<file path="src/rtl/raster_frame_sequencer.sv">
// rtl/raster_frame_sequencer.sv - raster x/y scanner with frame-synchronised game-tick update handshake
// Optional feature macro MISS_COUNT_EN adds a saturating missed_ticks counter output.
module raster_frame_sequencer #(
  parameter int WIDTH    = 160,
  parameter int HEIGHT   = 120,
  parameter int XW       = 8,
  parameter int YW       = 7,
  parameter int TICK_DIV = 840000,
  parameter int DIVW     = 20,
  parameter int SPW      = 3
) (
  input  logic           clk,
  input  logic           reset,
  input  logic           enable,
  input  logic [SPW-1:0] speed,
  input  logic           update_done,
  output logic [XW-1:0]  x,
  output logic [YW-1:0]  y,
  output logic           pix_valid,
  output logic           frame_start,
  output logic           frame_end,
  output logic           update_req,
  output logic           tick_pending
`ifdef MISS_COUNT_EN
  ,
  output logic [7:0]     missed_ticks
`endif
);

  typedef enum logic [1:0] {S_IDLE = 2'd0, S_SCAN = 2'd1, S_UPDATE = 2'd2} state_e;

  localparam logic [XW-1:0] X_LAST    = XW'(WIDTH - 1);
  localparam logic [YW-1:0] Y_LAST    = YW'(HEIGHT - 1);
  localparam logic [31:0]   TICK_BASE = 32'(TICK_DIV);

  state_e          state_q, state_d;
  logic [XW-1:0]   x_q, x_d;
  logic [YW-1:0]   y_q, y_d;
  logic [DIVW-1:0] cnt_q, cnt_d, reload;
  logic            pending_q, pending_d;
  logic [31:0]     shifted;
  logic            tick, hs_done;

  // Period is clamped to one cycle once the shift empties the base count.
  always_comb begin
    shifted = TICK_BASE >> speed;
    reload  = (shifted == 32'd0) ? '0 : DIVW'(shifted - 32'd1);
  end

  assign tick      = (cnt_q == '0);
  assign cnt_d     = tick ? reload : cnt_q - DIVW'(1);
  assign hs_done   = (state_q == S_UPDATE) && update_done;
  assign pending_d = tick | (pending_q & ~hs_done);

  always_comb begin
    state_d     = state_q;
    x_d         = x_q;
    y_d         = y_q;
    pix_valid   = 1'b0;
    frame_start = 1'b0;
    frame_end   = 1'b0;
    update_req  = 1'b0;
    case (state_q)
      S_IDLE: begin
        if (enable) state_d = S_SCAN;
      end
      S_SCAN: begin
        pix_valid   = 1'b1;
        frame_start = (x_q == '0) && (y_q == '0);
        frame_end   = (x_q == X_LAST) && (y_q == Y_LAST);
        if (x_q == X_LAST) begin
          x_d = '0;
          if (y_q == Y_LAST) begin
            y_d = '0;
            // A pending tick takes precedence over stopping; enable is only looked at here.
            if (pending_q) state_d = S_UPDATE;
            else if (!enable) state_d = S_IDLE;
          end else begin
            y_d = y_q + YW'(1);
          end
        end else begin
          x_d = x_q + XW'(1);
        end
      end
      S_UPDATE: begin
        update_req = 1'b1;
        if (update_done) state_d = enable ? S_SCAN : S_IDLE;
      end
      default: state_d = S_IDLE;
    endcase
  end

  always_ff @(posedge clk) begin
    if (reset) begin
      state_q   <= S_IDLE;
      x_q       <= '0;
      y_q       <= '0;
      pending_q <= 1'b0;
      cnt_q     <= reload;
    end else begin
      state_q   <= state_d;
      x_q       <= x_d;
      y_q       <= y_d;
      pending_q <= pending_d;
      cnt_q     <= cnt_d;
    end
  end

  assign x            = x_q;
  assign y            = y_q;
  assign tick_pending = pending_q;

`ifdef MISS_COUNT_EN
  logic [7:0] missed_q, missed_d;

  // A tick merged into an already-pending one is lost unless that same cycle completes the handshake.
  always_comb begin
    missed_d = missed_q;
    if (tick && pending_q && !hs_done && (missed_q != 8'hFF)) missed_d = missed_q + 8'd1;
  end

  always_ff @(posedge clk) begin
    if (reset) missed_q <= '0;
    else       missed_q <= missed_d;
  end

  assign missed_ticks = missed_q;
`endif

endmodule

</file>
<file path="config.mk">
export PLATFORM = sky130hd
export DESIGN_NAME = raster_frame_sequencer
export DESIGN_NICKNAME = d
export VERILOG_FILES = /design/src/rtl/raster_frame_sequencer.sv
export SDC_FILE = /design/constraint.sdc
export NUM_CORES = 1
export LEC_CHECK = 0
export BUFFER_PORTS_ARGS = -buffer_cell sky130_fd_sc_hd__buf_2
export CAP_MARGIN = 20
export CORE_MARGIN = 2
export CORE_UTILIZATION = 60
export CTS_BUF_LIST = sky130_fd_sc_hd__clkbuf_8 sky130_fd_sc_hd__clkbuf_16
export DETAILED_ROUTE_END_ITERATION = 8
export MAX_ROUTING_LAYER = met4
export PLACE_DENSITY = 0.82
export SETUP_SLACK_MARGIN = 0.15
export SYNTH_ARGS = -nofsm -noshare
export SYNTH_HDL_FRONTEND = slang
export SYNTH_SLANG_ARGS = --single-unit
</file>
<file path="constraint.sdc">
create_clock -name clk -period 4.5 [get_ports clk]
set_input_delay 1.125 -clock clk [delete_from_list [all_inputs] [get_ports clk]]
set_output_delay 1.125 -clock clk [all_outputs]
set_load 0.02 [all_outputs]
</file>
==> flow_summary.ini <==
[routing]
wl_met3_um = 188
met2WireLength_um = 2450
viasPerCell = 5.76
drt-total-wl_um = 4780
drt-met1-wl_um = 2080
drtIter0Drc = 85
highest_layer = met4
wire_per_inst_um = 13.9
vias = 1977
ant_nets = 0
drc = 0
firstDrtPassIters = 4

[sta]
fmax_ghz = 0.330
relSlewSlack = 0.434
period_needed_ps = 3030
final_hold_viol_count = 0
rsz0062_at_grt = no
finalClockSkew_ps = 8.57
timing.setup.tns_ps = 0
fin_crit_sh = 0.674
slew_violations = 0
worstMarginPinSlew_ps = 847
fin_ws_ps = 1470
setup_viol = 0

[logic_synthesis]
synth_area_leaders = dfxtp_1 (33%), ha_1 (7.1%), xnor2_1 (6.9%)
ys_async_sr_fraction = 0
synth_area_um2 = 2300
synth_nets = 292
yosys_warnings = 0
synth-seq-cells = 38
synth_edf_count = 0
synthMostInstantiatedCell = nor2_1
synth_area_per_cell_um2 = 8.45
yosysTopAreaCell = dfxtp_1
synthTopCellsByCount = nor2_1 (39), dfxtp_1 (38), nand2_1 (19)
synth_flop_cell = dfxtp_1
yosysSeqAreaShare = 0.331
ys_types = 51
synthCells = 272
synth_top_area_share = 0.331

[cells_and_area]
nNetsFinal = 315
drive_above_1_share = 0.153
multiInputGateArea_um2 = 1440
fillerInstances = 304
ff_latch_area_um2 = 761
antenna_cells = 0
area_growth_pct = 11.1

[power_and_ir_drop]
ir_drop_uv = 188
p_leak_nw = 1.05
powerDensity_nw_per_um2 = 319

[critical_path]
path_delay_family = simple AND/OR/NAND/NOR gates
critPathBufInv = 1
critical_path_class = reg2out
worstSetupEndpointType = output pin
critPathLaunchType = flip-flop
worstPathRequired_ps = 3380
cp_max_fo = 10
max_stage_delay_ps = 580
arrival_ps = 1910
setup.worst_path.start = x[5]
slowest_stage = or4b_4
crit_chain = or4b_4, nor3_4, and2_1, buf_2
r2r_start = cnt_q[15]

[clocking]
cts_setup_buffers = 0
clock-sinks = 38
clk_pin_slew_ps = 80
ctsResizeCount = 0
cts_tree = done
htree_num_levels = 2
numCtsBuffers = 5
max-clock-path-buffers = 2
hold_buffers = 0
root_buffer = clkbuf_8
clk_latency_ps = 290

[global_route]
grt_first_pass_wirelength_um = 7990
grt_max_degree = 21
first_global_vias = 1794
gr-total-overflow = 0
antenna_found_initial = 0
grt_usage = 0.245

[floorplanning]
die_area_um2 = 4340
initial_core_util = 0.628
fp.dieW_um = 65.9
die_height_um = 65.9
rows = 22
coreArea_um2 = 3660
io_pins = 27

[status]
status = complete, no violations

[place]
numPortBuffers = 26
gp_congestion = 0.883
dp_slack_ps = 1310
dp_hpwl_um = 3550

[job]
drv_cap = 0

[hold_path]
hold_class = reg2reg
worstHoldStart = cnt_q[0]
sequential cells by signal, summed over array words and instances (netlist names):
| signal | count |
|---|---|
| x | 8 |
| y | 7 |
| state_q | 2 |
| cnt_q | 20 |
| tick_pending | 1 |
metrics by stage:
stage           util  cell area, um2  power (mW)  std cells  hold WS, ps
3_5_place_dp   0.667            2440       0.522        336          489
3_3_place_gp   0.667            2440       0.517        336          470
4_1_cts        0.698            2550       0.819        343          510
2_1_floorplan      -            2300       0.495        272          455
6_report       0.698            2550       0.816        343          508
5_1_grt        0.698            2550       0.851        343          546
cells in the final DEF, fill, tap and decap left out, types with 3 or more instances in the layout:
master and instances:
and2_1 3, mux2i_1 4, o31ai_1 3, o21ai_1 3
ha_1 13, nor3_1 7, a21oi_1 16, nor2_1 39
xnor2_1 18, o21ai_0 5, nand3_1 4, or3_1 3
clkbuf_8 6, nor3b_1 3, nor4_1 8, dfxtp_1 38
inv_1 11, nand2_1 19, buf_2 26, nand4_1 7
a211oi_1 4, xor2_1 15, and3_1 3, nor2b_1 4
worst reg2reg max path: stages, from the launching register on:
cell,delay (ps)
dfxtp_1,330
or4_4,580
nor4_4,210
a31oi_2,380
buf_4,350
a211oi_1,310
a21oi_1,70
cell families (layout without fill, tap and decap cells):
logic type | Yosys count | after routing | share of synthesized area
and+or+nand+nor | 116 | 116 | 0.281
muxes | 4 | 4 | 0.0174
xor gates and xnor gates | 33 | 33 | 0.126
buffers and inverters | 23 | 46 | 0.0462
adders and majority gates | 13 | 13 | 0.0707
DFF | 38 | 38 | 0.331
AOI/OAI and AO/OA | 45 | 45 | 0.128
layer usage:
metal,up-vias,GRT usage
met1,932,0.278
met2,47,0.433
met5,-,-
met4,0,0.0755
li1,993,-
met3,5,0.0460
where the power goes:
part | leakage [nW] | internal, mW | switching [mW]
Clock | 0.0573 | 0.177 | 0.121
Sequential | 0.314 | 0.362 | 0.0318
Combinational | 0.681 | 0.0540 | 0.0692
Total | 1.05 | 0.594 | 0.222
path summary, 6_finish.rpt:
path / to / slack, ps / depth (start not counted)
worst max-delay path: frame_end / 1470 / 4
worst min register to register: cnt_q[0] / 510 / 1
worst min-delay path: cnt_q[0] / 510 / 1
worst max register to register: cnt_q[5] / 2150 / 6
area by class of cell:
| cell class | count | share of cell area |
|---|---|---|
| inverters | 12 | 0.0176 |
| repair buffers | 27 | 0.0539 |
| multi-input cells | 211 | 0.563 |
| clock buffers | 6 | 0.0323 |
| well taps | 48 | 0.0235 |
| flip-flops and latches | 38 | 0.298 |
| clock inverters | 1 | 0.0118 |
Note: power is estimated with default switching activity, not from simulation.
